[config.mk]
export PLATFORM = sky130hd
export DESIGN_NAME = updown_mod_ctr
export DESIGN_NICKNAME = d
export VERILOG_FILES = /design/src/rtl/ctr_pkg.sv /design/src/rtl/updown_mod_ctr_prescaler.sv /design/src/rtl/updown_mod_ctr.sv
export SDC_FILE = /design/constraint.sdc
export NUM_CORES = 1
export LEC_CHECK = 0
export ABC_AREA = 1
export CAP_MARGIN = 15
export CORE_UTILIZATION = 25
export CTS_CLUSTER_DIAMETER = 40
export DETAILED_ROUTE_END_ITERATION = 12
export SLEW_MARGIN = 5
export SYNTH_ARGS = -nofsm -noshare
export SYNTH_HDL_FRONTEND = slang
export SYNTH_HIERARCHICAL = 1
export SYNTH_SLANG_ARGS = --single-unit
[constraint.sdc]
create_clock -name clk_i -period 2.2 [get_ports clk_i]
set_input_delay 0.33 -clock clk_i [delete_from_list [all_inputs] [get_ports clk_i]]
set_output_delay 0.33 -clock clk_i [all_outputs]
set_load 0.1 [all_outputs]
[src/rtl/ctr_pkg.sv]
// Shared constants and helpers for the up/down modulus counter family.
// Mode encodings and a width helper that never returns zero.
package ctr_pkg;

    localparam int CtrWrap = 0;
    localparam int CtrSat  = 1;

    // Register width needed to hold 0..n-1, never less than one bit.
    function automatic int clog2_safe(input int n);
        return (n <= 2) ? 1 : $clog2(n);
    endfunction

endpackage

[src/rtl/updown_mod_ctr_prescaler.sv]
// Enable prescaler: tick_o fires on every Div-th enabled cycle.
// clr_i returns the divider to its start phase.
module prescaler
    import ctr_pkg::*;
#(
    parameter int Div = 1
) (
    input  logic clk_i,
    input  logic rst_ni,
    input  logic en_i,
    input  logic clr_i,
    output logic tick_o
);

    localparam int PreW = clog2_safe(Div);
    localparam logic [PreW-1:0] LastPhase = PreW'(Div - 1);

    logic [PreW-1:0] cnt_q;

    // Combinational so a cascaded stage sees the step in the same cycle.
    assign tick_o = en_i && (cnt_q == LastPhase);

    always_ff @(posedge clk_i or negedge rst_ni) begin
        if (!rst_ni) begin
            cnt_q <= '0;
        end else if (clr_i) begin
            cnt_q <= '0;
        end else if (en_i) begin
            if (tick_o) begin
                cnt_q <= '0;
            end else begin
                cnt_q <= cnt_q + 1'b1;
            end
        end
    end

endmodule

[src/rtl/updown_mod_ctr.sv]
// Synchronous up/down counter with programmable modulus, prescaler, clamped load,
// clear, and wrap or saturate behaviour at the terminal value.
module updown_mod_ctr
    import ctr_pkg::*;
#(
    parameter int Width    = 4,
    parameter int Modulus  = 2 ** Width,
    parameter int Div      = 1,
    parameter int Saturate = CtrWrap
) (
    input  logic             clk_i,
    input  logic             rst_ni,
    input  logic             en_i,
    input  logic             up_i,
    input  logic             clr_i,
    input  logic             load_i,
    input  logic [Width-1:0] load_val_i,
    output logic [Width-1:0] o,
    output logic             tc_o,
    output logic             wrap_o
);

    localparam logic [Width-1:0] MaxVal = Width'(Modulus - 1);

    logic             step_fire;
    logic             at_term;
    logic [Width-1:0] terminal;
    logic [Width-1:0] load_clamped;
    logic [Width-1:0] step_val;
    logic [Width-1:0] count_q;
    logic             wrap_q;

    prescaler #(
        .Div(Div)
    ) u_prescaler (
        .clk_i (clk_i),
        .rst_ni(rst_ni),
        .en_i  (en_i),
        .clr_i (clr_i | load_i),
        .tick_o(step_fire)
    );

    assign terminal = up_i ? MaxVal : '0;
    assign at_term  = (count_q == terminal);
    assign tc_o     = step_fire & at_term;

    // A full-range modulus cannot be exceeded by any load value.
    generate
        if (Modulus < (2 ** Width)) begin : g_clamp
            assign load_clamped = (load_val_i > MaxVal) ? MaxVal : load_val_i;
        end else begin : g_full
            assign load_clamped = load_val_i;
        end
    endgenerate

    always_comb begin
        step_val = count_q;
        if (at_term) begin
            if (Saturate == CtrWrap) begin
                step_val = up_i ? '0 : MaxVal;
            end
        end else begin
            step_val = up_i ? (count_q + 1'b1) : (count_q - 1'b1);
        end
    end

    always_ff @(posedge clk_i or negedge rst_ni) begin
        if (!rst_ni) begin
            count_q <= '0;
            wrap_q  <= 1'b0;
        end else if (clr_i) begin
            count_q <= '0;
            wrap_q  <= 1'b0;
        end else if (load_i) begin
            count_q <= load_clamped;
            wrap_q  <= 1'b0;
        end else begin
            // Pulses for a wrap and for every step attempted while saturated.
            wrap_q <= tc_o;
            if (step_fire) begin
                count_q <= step_val;
            end
        end
    end

    assign o      = count_q;
    assign wrap_o = wrap_q;

endmodule

==> key figures, run 1 <==
Clocking
  – Clock Latency Late Sink: 250 ps
  – H-tree depth: 1
  – Clock slew at reported path FFs: 50 ps
  – CTS Buffer Depth: 2
  – CTS Sinks: 6
  – Clk root buf: clkbuf_4
  – Num CTS Buffers: 3
  – Hold buffers post-CTS: 0
  – TritonCTS clock tree: built

Final layout
  – Multi-input gate area: 274 um2
  – Post-Layout Cell Count: 118
  – Fillers: 191
  – Ant diodes: 0
  – Share of cells above drive strength 1: 0.344
  – Reg area: 154 um2
  – Area grow syn2layout: 56.9%
  – Nets: 107

Die
  – Row count: 15
  – Die Wd: 45.1 um
  – Die area: 0.00203 mm2
  – IO Pins: 16
  – Initial Utilization: 0.269
  – Core Area: 0.00173 mm2
  – Chip Height: 45.1 um

Synthesis
  – Area leader, netlist: dfrtp_1
  – Area contributors post-synth: dfrtp_1, nand2_1, nor2_1, ha_1, inv_1
  – List of most frequent post-synthesis cells: nand2_1, nor2_1, dfrtp_1, inv_1, inv_2
  – Ys async rst share: 1.00
  – Ys flop type: dfrtp_1
  – Post-Synthesis Cells: 67
  – Post-synth EDFFs: 0
  – Syn Nets: 80
  – Count leader, synth: nand2_1
  – Synthesized area per cell: 6.93 um2
  – Syn. warnings: 6
  – Unique masters post-synth: 19
  – Cell area after synthesis: 464 um2
  – Sequential share of the synthesized area: 0.323
  – FF+latch count, synth: 6
  – Area fraction of the dominant cell type after synthesis: 0.323

Setup path
  – FF-to-FF Start: o[1]$_DFFE_PN0P_
  – CP Capture Type: output port
  – Critical path launch point type: flop
  – Worst endpoint required time: 1870 ps
  – Critical path class: flop to output port
  – Critical path startpoint: o[1]$_DFFE_PN0P_
  – Worst Path Arrival: 1720 ps
  – Worst-path maximum fanout: 4

STA
  – Setup Skew: 12.3 ps
  – Hold_ws: 315 ps
  – Unrepaired setup endpoints after global routing: no
  – Slew @ Worst Pin: 265 ps
  – Final setup viols: 0
  – Fin crit share: 0.931
  – Endpoints failing hold: 0
  – Post-layout minimum cycle time: 2050 ps
  – Final Max Tran Viols: 0
  – Fmax: 0.488 GHz
  – Headroom to the max-slew limit: 0.823

Detailed routing
  – Post-route antenna net violation count: 0
  – First-pass iteration count of the detailed router: 4
  – Total number of vias: 472
  – WL met2: 462 um
  – DR DRC count: 0
  – Wirelength, routed: 955 um
  – WL met1: 442 um
  – Met3 Wirelength: 51 um
  – Via density per instance: 4.00
  – Highest routed layer: met3
  – Per-cell routed wire length: 8.09 um
  – DRT iter0 DRCs: 4

Worst hold path
  – Hold Crit Class: input pin to async pin

Power and ir drop
  – Worst VDD drop: 0.311 mV
  – Pwr dens: 624 mW/mm2
  – Leakage: 0.383 nW

GRT
  – Via count of the first global-routing pass: 432
  – GRT Total Usage: 0.116
  – Global-route wire length before repair: 1700 um
  – Grt total ovfl: 0
  – Largest net degree at the start of global routing: 10
  – Initial antenna violation count: 0

Placed design
  – HPWL Detailed: 836 um
  – Dpl cells: 114
  – Placer congestion estimate: 0.802
  – # port buffers: 15

Outcome
  – Status: finished clean

Job
  – Max Cap Viol: 0
[cell type report]
type | instances | area share
repair buffers | 22 | 0.273
well taps | 25 | 0.0430
clock buffers | 4 | 0.0361
multi-input cells | 51 | 0.376
inverters | 10 | 0.0601
flip-flops and latches | 6 | 0.211
[worst max-delay path, stage by stage, from the launching register on]
cell and delay, ps:
dfrtp_2 430, ha_1 320, nand3_2 80, or2_4 230, nand2_1 80, nand2_2 70, clkinvlp_4 80, buf_12 160
[registers in the layout, summed over array words and instances (netlist names)]
| register | cells |
|---|---|
| o | 4 |
| wrap_o | 1 |
| u_prescaler/cnt_q | 1 |
[path summary, 6_finish.rpt]
path / slack (ps) / cells past startpoint / end
min in group clk_i: 510 / 2 / u_prescaler/cnt_q$_DFFE_PN0P_
worst min-delay path: 310 / 1 / o[3]$_DFFE_PN0P_
worst max register to register: 660 / 8 / o[2]$_DFFE_PN0P_
worst min register to register: 510 / 2 / u_prescaler/cnt_q$_DFFE_PN0P_
worst max-delay path: 150 / 7 / tc_o
max in group asynchronous: 1640 / 1 / o[2]$_DFFE_PN0P_
[per-layer routing]
metal  up-vias  GRT usage
met1       205      0.167
met2        14      0.165
met5         -          0
li1        253          -
met3         0     0.0480
met4         0     0.0182
[power breakdown]
part	switching, mW	total (mW)	internal (mW)
combinational	0.136	0.211	0.0751
sequential	0.0126	0.133	0.121
clock	0.0415	0.110	0.0688
total	0.190	0.454	0.265
[cells by family after synthesis]
kind of cell	after synthesis	share of synthesized area
compound gates	3	0.0350
xor+xnor	1	0.0189
flops	6	0.323
fa+ha+maj	3	0.0970
simple gates	44	0.439
buf+inv	10	0.0863
[what timing repair did]
item | 4_1_cts | 5_1_grt
setup buffers | 0 | 0
endpoints found under the setup margin | 1 | 0
gates resized for setup | 1 | 0
[through the flow]
| step | power (mW) | worst slack [ps] | area, um2 | setup TNS [ps] | util |
|---|---|---|---|---|---|
| after floorplan | 0.278 | 3.37 | 472 | 0 | - |
| after global placement | 0.347 | -96.5 | 703 | -96.5 | 0.407 |
| after detailed placement | 0.349 | -110 | 703 | -110 | 0.407 |
| after CTS | 0.463 | 128 | 728 | 0 | 0.422 |
| after global routing | 0.489 | 62.0 | 728 | 0 | 0.422 |
| final | 0.454 | 152 | 728 | 0 | 0.422 |
[cell usage in the layout (no fill, tap or decap)]
master	synthesis	routed
a21oi_1	1	1
buf_12	0	1
buf_4	0	12
clkbuf_1	0	1
clkbuf_4	0	3
clkdlybuf4s50_1	0	8
clkinvlp_4	0	1
dfrtp_1	6	3
dfrtp_2	0	3
dlygate4sd2_1	0	1
fa_1	1	1
ha_1	2	2
inv_1	6	5
inv_2	3	3
inv_4	1	1
nand2_1	25	25
nand2_2	2	2
nand2_4	1	1
nand3_1	2	2
nand3_2	1	1
nand4_1	1	1
nor2_1	8	8
nor2_2	2	2
o21ai_0	1	1
o22ai_1	1	1
or2_4	2	2
xnor2_1	1	1
(Power assumes the default switching activity.)
==> run 2, diff against run 1 <==
--- a/config.mk
+++ b/config.mk
@@ -10,6 +10,7 @@
 export CORE_UTILIZATION = 25
 export CTS_CLUSTER_DIAMETER = 40
 export DETAILED_ROUTE_END_ITERATION = 12
+export MAX_ROUTING_LAYER = met4
 export SLEW_MARGIN = 5
 export SYNTH_ARGS = -nofsm -noshare
 export SYNTH_HDL_FRONTEND = slang
==> key figures, run 2 (synthesis results as in run 1) <==
STA
  – Final setup viols: 0
  – Headroom to the max-slew limit: 0.824
  – Unrepaired setup endpoints after global routing: no
  – Final Max Tran Viols: 0
  – Endpoints failing hold: 0
  – Hold_ws: 314 ps
  – Fin crit share: 0.931
  – Setup Skew: 11.7 ps
  – Fmax: 0.488 GHz
  – Post-layout minimum cycle time: 2050 ps
  – Slew @ Worst Pin: 263 ps

Detailed routing
  – First-pass iteration count of the detailed router: 4
  – DR DRC count: 0
  – Via density per instance: 4.01
  – Total number of vias: 473
  – Wirelength, routed: 959 um
  – DRT iter0 DRCs: 6
  – Per-cell routed wire length: 8.13 um
  – Post-route antenna net violation count: 0

Clocking
  – Clk root buf: clkbuf_4
  – TritonCTS clock tree: built
  – Num CTS Buffers: 3
  – CTS Buffer Depth: 2
  – Setup bufs post-CTS: 0
  – Clock Latency Late Sink: 250 ps
  – CTS Sinks: 6
  – H-tree depth: 1
  – Clock slew at reported path FFs: 50 ps

GRT
  – GRT Total Usage: 0.120
  – Grt total ovfl: 0
  – Via count of the first global-routing pass: 433
  – Global-route wire length before repair: 1700 um
  – Largest net degree at the start of global routing: 10
  – Initial antenna violation count: 0

Die
  – Die area: 0.00203 mm2
  – Core Area: 0.00173 mm2
  – IO Pins: 16
  – Initial Utilization: 0.269
  – Die Wd: 45.1 um
  – Chip Height: 45.1 um
  – Row count: 15

Power and ir drop
  – Clk network pwr share: 0.244
  – Power Total: 0.455 mW
  – Power share of the combinational group: 0.463
  – Internal: 0.265 mW
  – Pwr dens: 625 mW/mm2
  – Leakage: 0.383 nW
  – Switching power: 0.190 mW
  – Sw Ratio: 0.418
  – Sequential power share: 0.293
  – Worst VDD drop: 0.313 mV

Final layout
  – Ant diodes: 0
  – Nets: 107
  – Max reg flops: 4
  – Share of cells above drive strength 1: 0.344
  – Post-layout util: 0.422
  – Cell area after layout: 728 um2
  – Commonest non-fill, non-tap cells in the layout: nand2_1, buf_4, nor2_1, clkdlybuf4s50_1, inv_1
  – Area grow syn2layout: 56.9%
  – Commonest non-fill, non-tap cell in the layout: nand2_1

Setup path
  – CP Buf/Inv Count: 2
  – CP top delay family: simple AND/OR/NAND/NOR gates
  – Crit-path slowest cell: dfrtp_2
  – Critical path launch point type: flop
  – Critical path class: flop to output port
  – Cell breakdown of the critical path: ha_1, nand3_2, or2_4, nand2_1, nand2_2, clkinvlp_4, buf_12
  – Largest stage delay on the critical path: 430 ps
  – Worst-path maximum fanout: 4
  – CP Capture Type: output port
  – Worst endpoint required time: 1870 ps
  – Worst Path Arrival: 1720 ps

Placed design
  – # port buffers: 15
  – Placed cell areas: 703 um2
  – Placer congestion estimate: 0.813
  – HPWL Detailed: 836 um

Outcome
  – Status: finished clean

Job
  – Max Cap Viol: 0

Worst hold path
  – Hold Crit Class: input pin to async pin
==> run 2: path summary, 6_finish.rpt <==
check,slack [ps],endpoint,startpoint,cells past startpoint
worst min register to register,510,u_prescaler/cnt_q$_DFFE_PN0P_,u_prescaler/cnt_q$_DFFE_PN0P_,2
worst min-delay path,310,o[3]$_DFFE_PN0P_,rst_ni,1
worst max-delay path,150,tc_o,o[1]$_DFFE_PN0P_,7
min in group clk_i,510,u_prescaler/cnt_q$_DFFE_PN0P_,u_prescaler/cnt_q$_DFFE_PN0P_,2
max in group asynchronous,1650,o[2]$_DFFE_PN0P_,rst_ni,1
worst max register to register,660,o[2]$_DFFE_PN0P_,o[1]$_DFFE_PN0P_,8
==> run 2: timing repair <==
item	4_1_cts	5_1_grt
setup endpoints to repair	1	0
hold buffers	0	0
gates resized for setup	1	0
==> run 2: stage by stage <==
| stage | instances | setup TNS, ps | worst slack, ps |
|---|---|---|---|
| after global placement | 114 | -96.5 | -96.5 |
| final | 118 | 0 | 151 |
| after global routing | 118 | 0 | 62.0 |
| after CTS | 118 | 0 | 128 |
| after detailed placement | 114 | -110 | -110 |
| after floorplan | 67 | 0 | 3.37 |
==> run 2: power by group through the flow <==
stage	clock network (mW)	logic, mW	registers [mW]
2_1_floorplan	0	0.0799	0.198
3_3_place_gp	0	0.212	0.136
3_5_place_dp	0	0.213	0.136
4_1_cts	0.116	0.213	0.134
5_1_grt	0.123	0.231	0.135
6_report	0.111	0.211	0.133
==> run 2: worst register-to-register path, stage by stage (launching register included) <==
cell	delay, ps
dfrtp_2	430
ha_1	320
nand3_2	80
or2_4	230
buf_4	130
nand2_1	50
nand2_1	40
nand2_1	70
nand2_1	60
==> run 2: cell type report <==
| cell class | count | area (um2) |
|---|---|---|
| Clock buffer | 4 | 26.3 |
| Fill cell | 191 | 998 |
| Inverter | 10 | 43.8 |
| Multi-Input combinational cell | 51 | 274 |
| Sequential cell | 6 | 154 |
| Tap cell | 25 | 31.3 |
| Timing Repair Buffer | 22 | 199 |
==> run 2: layer usage <==
| metal | global-route usage | vias up | wire length (um) |
|---|---|---|---|
| met4 | 0.0182 | 0 | 0 |
| met2 | 0.165 | 14 | 467 |
| li1 | - | 253 | - |
| met5 | - | - | 0 |
| met3 | 0.0480 | 0 | 52 |
| met1 | 0.167 | 206 | 439 |
